<file path="src/rtl/flappy_pkg.sv">
// Shared types and defaults for the flappy-bird playfield blocks.
package flappy_pkg;

   typedef enum logic [2:0] {
      IDLE,
      PLAY,
      HIT,
      GRACE,
      OVER
   } bird_state_e;

   localparam int DEFAULT_ROWS      = 16;
   localparam int DEFAULT_START_ROW = 8;

   // Bits needed to hold a row index 0..rows-1 (never less than one bit).
   function automatic int row_width(input int rows);
      return (rows < 2) ? 1 : $clog2(rows);
   endfunction

endpackage

</file>
<file path="src/rtl/edge_detect.sv">
// Rising-edge detector for an already-synchronised level; one pulse per low-to-high step.
module edge_detect (
   input  logic clk,
   input  logic rst_n,
   input  logic sig_i,
   output logic rise_o
);

   logic sig_q;

   always_ff @(posedge clk or negedge rst_n) begin
      if (!rst_n) sig_q <= 1'b0;
      else        sig_q <= sig_i;
   end

   assign rise_o = sig_i & ~sig_q;

endmodule

</file>
<file path="src/rtl/bird_bounds_tracker.sv">
// Owns the bird row: applies flap/gravity moves, detects top/bottom hits and
// sequences lives, respawn grace and game over.
module bird_bounds_tracker
   import flappy_pkg::*;
#(
   parameter int ROWS         = DEFAULT_ROWS,
   parameter int START_ROW    = DEFAULT_START_ROW,
   parameter int FLAP_ROWS    = 1,
   parameter int LIVES        = 3,
   parameter int GRACE_CYCLES = 4
) (
   input  logic                        clk,
   input  logic                        reset,
   input  logic                        start,
   input  logic                        key,
   input  logic                        gravity,
   output logic [row_width(ROWS)-1:0]  bird_row,
   output logic [$clog2(LIVES+1)-1:0]  lives_left,
   output logic                        out_of_bounds,
   output logic                        active,
   output logic                        game_over
);

   localparam int RW = row_width(ROWS);
   localparam int LW = $clog2(LIVES + 1);
   localparam int TW = RW + 2;
   localparam int GW = (GRACE_CYCLES < 2) ? 1 : $clog2(GRACE_CYCLES);

   localparam logic        [RW-1:0] START_V    = RW'(START_ROW);
   localparam logic        [LW-1:0] LIVES_V    = LW'(LIVES);
   localparam logic signed [TW-1:0] ONE_V      = TW'(1);
   localparam logic signed [TW-1:0] FLAP_V     = TW'(FLAP_ROWS);
   localparam logic signed [TW-1:0] MAX_V      = TW'(ROWS - 1);
   localparam logic        [GW-1:0] GRACE_LOAD = GW'(GRACE_CYCLES - 1);

   if (ROWS < 2) begin : g_bad_rows
      $error("bird_bounds_tracker: ROWS must be >= 2");
   end
   if (START_ROW < 0 || START_ROW >= ROWS) begin : g_bad_start
      $error("bird_bounds_tracker: START_ROW must be < ROWS");
   end
   if (FLAP_ROWS < 1 || FLAP_ROWS > ROWS - 1) begin : g_bad_flap
      $error("bird_bounds_tracker: FLAP_ROWS must be in 1..ROWS-1");
   end
   if (LIVES < 1) begin : g_bad_lives
      $error("bird_bounds_tracker: LIVES must be >= 1");
   end
   if (GRACE_CYCLES < 0) begin : g_bad_grace
      $error("bird_bounds_tracker: GRACE_CYCLES must be >= 0");
   end

   bird_state_e              state_q, state_d;
   logic        [RW-1:0]     row_q, row_d;
   logic        [LW-1:0]     lives_q, lives_d;
   logic        [GW-1:0]     cnt_q, cnt_d;
   logic signed [TW-1:0]     target;
   logic                     flap;

   edge_detect u_flap_edge (
      .clk    (clk),
      .rst_n  (reset),
      .sig_i  (key),
      .rise_o (flap)
   );

   // Two guard bits keep both the -FLAP_ROWS underflow and the +1 overflow visible.
   always_comb begin
      target = $signed({2'b00, row_q});
      if (gravity) target = target + ONE_V;
      if (flap)    target = target - FLAP_V;
   end

   always_comb begin
      state_d = state_q;
      row_d   = row_q;
      lives_d = lives_q;
      cnt_d   = cnt_q;
      case (state_q)
         IDLE: begin
            row_d = START_V;
            if (start) state_d = PLAY;
         end
         PLAY: begin
            if (target[TW-1] || (target > MAX_V)) begin
               state_d = HIT;
               lives_d = lives_q - LW'(1);
            end else begin
               row_d = target[RW-1:0];
            end
         end
         HIT: begin
            if (lives_q == '0) begin
               state_d = OVER;
            end else begin
               row_d = START_V;
               if (GRACE_CYCLES == 0) begin
                  state_d = PLAY;
               end else begin
                  state_d = GRACE;
                  cnt_d   = GRACE_LOAD;
               end
            end
         end
         GRACE: begin
            if (cnt_q == '0) state_d = PLAY;
            else             cnt_d   = cnt_q - GW'(1);
         end
         OVER: begin
            if (start) begin
               state_d = PLAY;
               lives_d = LIVES_V;
               row_d   = START_V;
            end
         end
         default: state_d = IDLE;
      endcase
   end

   always_ff @(posedge clk or negedge reset) begin
      if (!reset) begin
         state_q <= IDLE;
         row_q   <= START_V;
         lives_q <= LIVES_V;
         cnt_q   <= '0;
      end else begin
         state_q <= state_d;
         row_q   <= row_d;
         lives_q <= lives_d;
         cnt_q   <= cnt_d;
      end
   end

   assign bird_row      = row_q;
   assign lives_left    = lives_q;
   assign out_of_bounds = (state_q == HIT);
   assign active        = (state_q == PLAY);
   assign game_over     = (state_q == OVER);

endmodule

</file>
<file path="config.mk">
export PLATFORM = sky130hd
export DESIGN_NAME = bird_bounds_tracker
export DESIGN_NICKNAME = d
export VERILOG_FILES = /design/src/rtl/flappy_pkg.sv /design/src/rtl/edge_detect.sv /design/src/rtl/bird_bounds_tracker.sv
export SDC_FILE = /design/constraint.sdc
export NUM_CORES = 1
export LEC_CHECK = 0
export ABC_AREA = 1
export ABC_CLOCK_PERIOD_IN_PS = 2500
export CORE_MARGIN = 3
export CORE_UTILIZATION = 35
export CTS_CLUSTER_DIAMETER = 40
export DETAILED_ROUTE_END_ITERATION = 16
export SYNTH_ARGS = -nofsm -noshare
export SYNTH_HDL_FRONTEND = slang
export SYNTH_SLANG_ARGS = --single-unit
</file>
<file path="constraint.sdc">
create_clock -name clk -period 2.5 [get_ports clk]
set_input_delay 0.375 -clock clk [delete_from_list [all_inputs] [get_ports clk]]
set_output_delay 0.375 -clock clk [all_outputs]
set_load 0.05 [all_outputs]
</file>
==> out/metrics.yaml <==
status: "finished, final reports clean"
rr_startpoint: "bird_row[0]"
rows: 17
synth_area_leaders: "dfrtp_1 26%, nand2_1 19%, inv_1 11%, dfstp_2 9.1%, ha_1 5.8%"
antenna_found_initial: 0
fin_skew_ps: 3.78
hold_class: "input port to asynchronous set/reset pin"
antenna_left: 0
clk_pin_slew_worst_paths_ps: 80
avgRoutedWirePerCell_um: 10.4
cts.path.max_buffers: 2
worstPathArrival_ps: 1950
synth_top_family_by_area: "simple AND/OR/NAND/NOR gates"
routed_wl_um: 1810
setup_viol: 0
fp.dieH_um: 55.8
period_share_pct: 92.8
relSlewSlack_pct: 62.5
grt_max_degree: 13
place_congestion: 0.787
cts_inserted_buffers: 3
synth_top_cells_by_count: "43 x nand2_1, 26 x inv_1, 11 x nor2_1, 9 x dfrtp_1, 9 x nand3_1"
grt_pass1_vias: 732
yosys.area_share.simple_pct: 39.2
timing.setup.tns_ps: 0
drt-initial-drc-count: 17
area_growth_pct: 23.2
drv_slew: 0
synth_xor_area_share_pct: 2.02
max_freq_ghz: 0.431
startpoint: "state_q[0]"
syn_area_um2: 868
vias_per_cell: 4.71
tritoncts: "built"
r2r_slack_ps: 530
htree_levels: 1
synth.area.mux_share_pct: 0
drive_gt1_share_pct: 11.0
yosysTopAreaCellShare_pct: 25.9
async_flop_share_pct: 100
crit_fanout: 3
final_cells: 174
crit_required_ps: 2120
critPathLaunchType: "flip-flop"
synth_fa_ha_area_share_pct: 5.76
fin_util_pct: 47.0
cts_setup_buffers: 0
synth-compound-area-share_pct: 6.77
post_cts_resize_count: 0
ys.flop_type: "dfrtp_1"
power_uw: 1470
fillers: 228
clock-sinks: 12
start_util_pct: 38.2
multi_input_area_um2: 467
yosysMostFrequentCell: "nand2_1"
register_area_um2: 304
root_buffer: "clkbuf_4"
clock_latency_ps: 280
ys_seq_area_share_pct: 35.0
worstSetupPathType: "flip-flop to output port"
route.detailed.drc: 0
synth_edf_count: 0
core_area_um2: 2280
dp_hpwl_um: 1430
ioPinCount: 14
period_needed_ps: 2320
grt_usage_pct: 12.3
max_cap_viol_count: 0
ctsHoldBuffers: 0
yosysWarnings: 0
ys_seq_elements: 12
num_vias: 820
hold_violations: 0
rsz0062_at_grt: "false"
yosys.area.top_type: "dfrtp_1"
powerDensity_nw_per_um2: 1370
syn_inst: 129
worstMarginPinSlew_ps: 560
end_kind: "output port"
numPortBuffers: 13
highest_layer: "met4"
ir_drop_mv: 0.707
p_leak_uw: 0.000576
syn_nets: 138
synth_cell_types: 23
syn_area_per_cell_um2: 6.73
nets: 156
grt_overflow: 0
firstDrtPassIters: 4
placed_cells: 170
grt_first_pass_wirelength_um: 3040
diodes: 0
met1_length_um: 869
die_x_um: 55.8
wl_met3_um: 92
die_area_um2: 3110
met2WireLength_um: 820
logic make-up after synthesis:
logic type,after synthesis
simple gates,75
buf+inv,26
flops,12
compound gates,10
fa+ha+maj,4
xor+xnor,2
flip-flops by register name, indices dropped and copies added, names as in the netlist:
signal	count
bird_row	4
state_q	3
cnt_q	2
u_flap_edge.sig_q	1
lives_left	2
cell type report:
type | instances | area share, %
clock buffers | 4 | 3.39
multi-input cells | 91 | 43.6
flip-flops and latches | 12 | 28.4
well taps | 28 | 3.27
inverters | 26 | 9.12
repair buffers | 13 | 12.2
path summary, 6_finish.rpt:
| path | end | depth (start not counted) |
|---|---|---|
| worst max-delay path | game_over | 4 |
| worst min-delay path | bird_row[0] | 1 |
| worst max register to register | bird_row[2] | 14 |
| worst min register to register | lives_left[1] | 2 |
| max in group asynchronous | lives_left[1] | 1 |
| min in group clk | lives_left[1] | 2 |
power breakdown:
group / leakage (µW) / switching, µW / total [µW] / internal [µW]
sequential: 0.000140 / 84.2 / 380 / 296
clock: 0.0000210 / 69.7 / 158 / 88.6
combinational: 0.000415 / 611 / 927 / 317
layout by cell type, fill, tap and decap left out, types with 3 or more instances in the layout:
master and instances:
a21oi_1 3, clkbuf_4 3, clkdlybuf4s50_1 13, dfrtp_1 9, dfstp_2 3, ha_1 4
inv_1 26, nand2_1 43, nand2_2 5, nand3_1 9, nor2_1 11, o21ai_0 3
metal layers:
layer,GRT usage (%),vias up
li1,-,433
met2,18.9,20
met5,0,-
met4,6.78,0
met1,15.7,363
met3,3.25,4
critical path, cell delays in order (launching register included):
cell and delay [ps]:
dfrtp_1 400, inv_1 130, nand2_1 110, nor2_1 180
clkdlybuf4s50_1 840
stage by stage:
stage	area [µm²]	worst slack (ps)	hold slack, ps
final	1070	180	451
after detailed placement	1030	272	472
after global routing	1070	78.5	491
after CTS	1070	169	460
after global placement	1030	311	470
after floorplan	868	401	79.4
(Power assumes the default switching activity.)
==> RTL change 1: new RTL, config.mk and constraints unchanged <==
Add an input register stage for `start`, `key` and `gravity`, with the module's reset; this delays them by one clock.
--- a/src/rtl/bird_bounds_tracker.sv
+++ b/src/rtl/bird_bounds_tracker.sv
@@ -33,6 +33,22 @@
    localparam logic signed [TW-1:0] MAX_V      = TW'(ROWS - 1);
    localparam logic        [GW-1:0] GRACE_LOAD = GW'(GRACE_CYCLES - 1);
 
+   logic start_q;
+   logic key_q;
+   logic gravity_q;
+
+   always_ff @(posedge clk or negedge reset) begin
+      if (!reset) begin
+         start_q   <= '0;
+         key_q     <= '0;
+         gravity_q <= '0;
+      end else begin
+         start_q   <= start;
+         key_q     <= key;
+         gravity_q <= gravity;
+      end
+   end
+
    if (ROWS < 2) begin : g_bad_rows
       $error("bird_bounds_tracker: ROWS must be >= 2");
    end
@@ -59,14 +75,14 @@
    edge_detect u_flap_edge (
       .clk    (clk),
       .rst_n  (reset),
-      .sig_i  (key),
+      .sig_i  (key_q),
       .rise_o (flap)
    );
 
    // Two guard bits keep both the -FLAP_ROWS underflow and the +1 overflow visible.
    always_comb begin
       target = $signed({2'b00, row_q});
-      if (gravity) target = target + ONE_V;
+      if (gravity_q) target = target + ONE_V;
       if (flap)    target = target - FLAP_V;
    end
 
@@ -78,7 +94,7 @@
       case (state_q)
          IDLE: begin
             row_d = START_V;
-            if (start) state_d = PLAY;
+            if (start_q) state_d = PLAY;
          end
          PLAY: begin
             if (target[TW-1] || (target > MAX_V)) begin
@@ -106,7 +122,7 @@
             else             cnt_d   = cnt_q - GW'(1);
          end
          OVER: begin
-            if (start) begin
+            if (start_q) begin
                state_d = PLAY;
                lives_d = LIVES_V;
                row_d   = START_V;
Function: changed (Yosys sat finds a counterexample within 4 cycles, from zero or initial values and one cycle with reset low).
==> RTL change 1 against the original RTL <==
- via count fell by 3.7%
- die area rose by 6.9%
- worst setup slack better by 52 ps
- critical path depth decreased by 2
- synthesized area grew 7.8%
- total power increased by 2.5%
- wire length down 2.7%
- synthesized cell count fell by 4.7%
- design area up 6.0%
- sequential cell count up 3
- fmax up 2.3%
- largest cell class unchanged
==> RTL change 1: results (changes against the original RTL) <==
* Status: completed
* Final net count at 150 (-3.8%)
* Net Count, Synth at 132 (-4.3%)
* Reg2reg path depth at 12 (-2)
* Maximum net fanout on the critical path at 4 (+1)
* Clock Power Share at 9.3% (-1.5 points)
* Final sequential cell count at 15 (+3)
* Rel. slew slack at 53.79% (-8.7 points)
* Starting DRC count in detailed routing at 27 (+10)
* Non-clk invs at 23 (-12%)
* Met1 WL at 855 um (-1.6%)
* Fill cells at 250 (+9.6%)
* R2R Path End: bird_row[0]
* Count of different cell masters after synthesis at 26 (+13%)
* Leakage power at 0.0005801 uW (+0.67%)
* Int Pwr at 732.0 uW (+4.4%)
* Post-DP HPWL at 1.418 mm (-0.70%)
* Met3 usage at 2.673% (-0.58 points)
* Global-route wire length before repair at 3.084 mm (+1.4%)
* Met1 GRT Util at 15.90% (+0.23 points)
* Vias per cell at 4.647 (-1.4%)
* Hold WS at 381.0 ps (-70.35 ps)
* Tot GR Track Use at 12.04% (-0.29 points)
* Area contributors post-synth: dfrtp_1 (32%), nand2_1 (13%), inv_1 (9.2%)
* Placer congestion estimate at 0.7801 (-0.88%)
* Cell area power density at 1326 nW/um^2 (-3.2%)
* Final clock-cell share at 2.428% (-0.96 points)
* Worst clock skew at 0.5259 ps (-3.254 ps)
* Multi-input combinational area share at 41.50% (-2.1 points)
* Buffer share of cell area at 11.70% (-0.46 points)
* Sequential share of the synthesized area at 40.51% (+5.5 points)
* Grt met2 use at 18.55% (-0.37 points)
* Fmax at 0.4410 GHz (+2.3%)
* # placed instances at 166 (-2.4%)
* Synthesized area per cell at 7.609 sq um (+13%)
* Tapcell count at 30 (+7.1%)
* Placed Area at 1104 sq um (+6.8%)
## RTL change 1: cell count changes after synthesis, moves of 2 or more
cell,unedited run,this run
nand2_2,5,3
nor2_1,11,13
o21ai_0,3,6
nand2_4,0,2
inv_1,26,23
a21oi_1,3,1
nand4_1,1,3
nand2_1,43,32
dfrtp_1,9,12
nand3_1,9,7
## RTL change 1: repair_timing
| action | in CTS | in global routing |
|---|---|---|
| hold buffers | 0 | 0 |
| resized for setup | 0 | 1 |
| endpoints found under the setup margin | 0 | 1 |
| endpoints found under the hold margin | 0 | 0 |
## RTL change 1: cell families after synthesis
family                     after synthesis  synth area share, %
and+or+nand+nor                         66                34.76
buffers and inverters                   23                9.224
DFF                                     15                40.51
AOI/OAI and AO/OA                       13                8.289
xor gates and xnor gates                 2                1.872
adders and majority gates                4                5.348
## RTL change 1: worst max-delay path, stage by stage, from the launching register on
cell	delay (ps)
dfrtp_1	450
nor3_4	300
clkdlybuf4s50_1	860
==> RTL change 2: new RTL, same settings <==
Without the edit above. The parameter `GRACE_CYCLES` goes from 4 to 2.
--- a/src/rtl/bird_bounds_tracker.sv
+++ b/src/rtl/bird_bounds_tracker.sv
@@ -7,7 +7,7 @@
    parameter int START_ROW    = DEFAULT_START_ROW,
    parameter int FLAP_ROWS    = 1,
    parameter int LIVES        = 3,
-   parameter int GRACE_CYCLES = 4
+   parameter int GRACE_CYCLES = 2
 ) (
    input  logic                        clk,
    input  logic                        reset,
Behaviour: no difference found for any inputs over 10 cycles, from zero or initial values and one cycle with reset low; that may be too few to reach the edited logic, so the function may still have changed.
==> RTL change 2 against the original RTL <==
- synthesized area decreased by 5.0%
- wire length is 4.8% lower
- non-clock buffer count did not move
- via count is 9.0% lower
- sequential cell count shrank 1
- count of clock-buffer cells in the layout stayed put
- worst setup slack improved by 26 ps
- largest cell class unchanged
- total power shrank 8.7%
- design area is 4.9% lower
- largest power group unchanged
==> RTL change 2: results (changes against the original RTL) <==
* CTS root buf: clkbuf_4
* Layout cell share with drive strength beyond 1 at 14.60% (+3.6 points)
* R2r setup slk at 490 ps (-40 ps)
* ANT nets after route at 0 (unchanged)
* Max Used Layer: met4
* Post-DP HPWL at 1.384 mm (-3.1%)
* CTS Buffer Depth at 2 (unchanged)
* Vias per cell at 4.549 (-3.5%)
* I/O Buffers at 13 (unchanged)
* Wirelength per Cell at 10.49 um (+1.0%)
* Clk Latency, worst-skew pair at 270 ps
* Synthesized area per cell at 6.871 sq um (+2.1%)
* Setup slack after placement at 295.4 ps (+23.76 ps)
* TritonCTS Buffers at 3 (unchanged)
* Fill cells at 220 (-3.5%)
* Rel. slew slack at 65.67% (+3.1 points)
* Initial antenna violation count at 0 (unchanged)
* Starting DRC count in detailed routing at 13 (-4)
* Met1 WL at 901 um (+3.7%)
* Drt pass-1 iters at 4 (unchanged)
* CP max stage delay at 870 ps (+30 ps)
* Area contributors post-synth: dfrtp_1 (24%), nand2_1 (18%), inv_1 (10%)
* Leakage power at 0.0005471 uW (-5.1%)
* Largest net degree at the start of global routing at 12 (-1)
* Area delta synth->final at 23.37%
* Grt met2 use at 21.31% (+2.4 points)
* Maximum net fanout on the critical path at 6 (+3)
* Slowest CP cell: clkdlybuf4s50_1
* Worst clock skew at 1.548 ps (-2.231 ps)
* Hold WS at 444.9 ps (-6.454 ps)
* Via Count at 746 (-9.0%)
* Number of global-route vias before repair at 709 (-3.1%)
* Sequential share of the synthesized area at 33.84% (-1.2 points)
* Crit path DAT at 1920 ps (-30 ps)
* Peak supply drop at 733.4 uV (+3.7%)
* Tot GR Track Use at 14.74% (+2.4 points)
* Met2 wire len at 721 um (-12%)
* Count of different cell masters after synthesis at 23 (unchanged)
* Fmax at 0.4359 GHz (+1.1%)
* Hold Crit Class: in -> async
* Status: completed
* # placed instances at 160 (-5.9%)
* Met1 GRT Util at 19.97% (+4.3 points)
* Placed Area at 988.4 sq um (-4.4%)
* Post-synth top cells: nand2_1 (39), inv_1 (23), dfrtp_1 (8), nand3_1 (8)
* Met3 usage at 5.995% (+2.7 points)
* Placer congestion estimate at 0.8162 (+3.7%)
* Net Count, Synth at 128 (-7.2%)
* Ant. Diodes at 0 (unchanged)
* Async SR Flop Fraction at 100.0% (unchanged)
* Final net count at 146 (-6.4%)
* Global-route wire length before repair at 3.077 mm (+1.2%)
* WL met3 at 91 um (-1.1%)
-- RTL change 2: cell types whose count changed after synthesis, moves of 2 or more --
| cell | change |
|---|---|
| nand2_1 | -4 |
| nor2_1 | -4 |
| inv_1 | -3 |
| nand2_2 | +2 |
-- RTL change 2: final timing paths --
path	start	to	cells after the start
setup / recovery	state_q[2]	active	2
hold / removal	reset	bird_row[0]	1
setup reg to reg	bird_row[0]	bird_row[1]	14
hold reg to reg	lives_left[1]	lives_left[1]	2
max in group asynchronous	reset	lives_left[1]	1
min in group clk	lives_left[1]	lives_left[1]	2
-- RTL change 2: cell families (layout without fill, tap and decap cells) --
| logic type | count (synthesis) | after routing | synth area share, % |
|---|---|---|---|
| xor gates and xnor gates | 2 | 2 | 2.125 |
| AOI/OAI and AO/OA | 10 | 10 | 8.346 |
| adders and majority gates | 3 | 3 | 4.553 |
| buffers and inverters | 24 | 41 | 10.92 |
| DFF | 11 | 11 | 33.84 |
| and+or+nand+nor | 70 | 70 | 40.21 |
-- RTL change 2: worst max-delay path: cells and delay by family, from the launching register on --
family	cells	cell delay (ps)
flops	1	430
simple gates	1	340
buf+inv	1	870
-- RTL change 2: report_power, final --
group / leakage, uW / internal, uW / switching (uW)
Sequential: 0.000133 / 268 / 79.0
Combinational: 0.000399 / 299 / 571
Clock: 0.0000150 / 61.8 / 59.1
-- RTL change 2: repair_timing --
item	4_1_cts	5_1_grt
gates resized for setup	0	1
hold buffers	0	0
endpoints found under the setup margin	0	1
-- RTL change 2: final cells by class --
type	count	share of cell area, %
clock buffer	4	2.583
inverter	24	8.856
multi-input combinational	85	44.77
sequential	11	27.43
tap	27	3.321
timing repair buffer	13	13.04
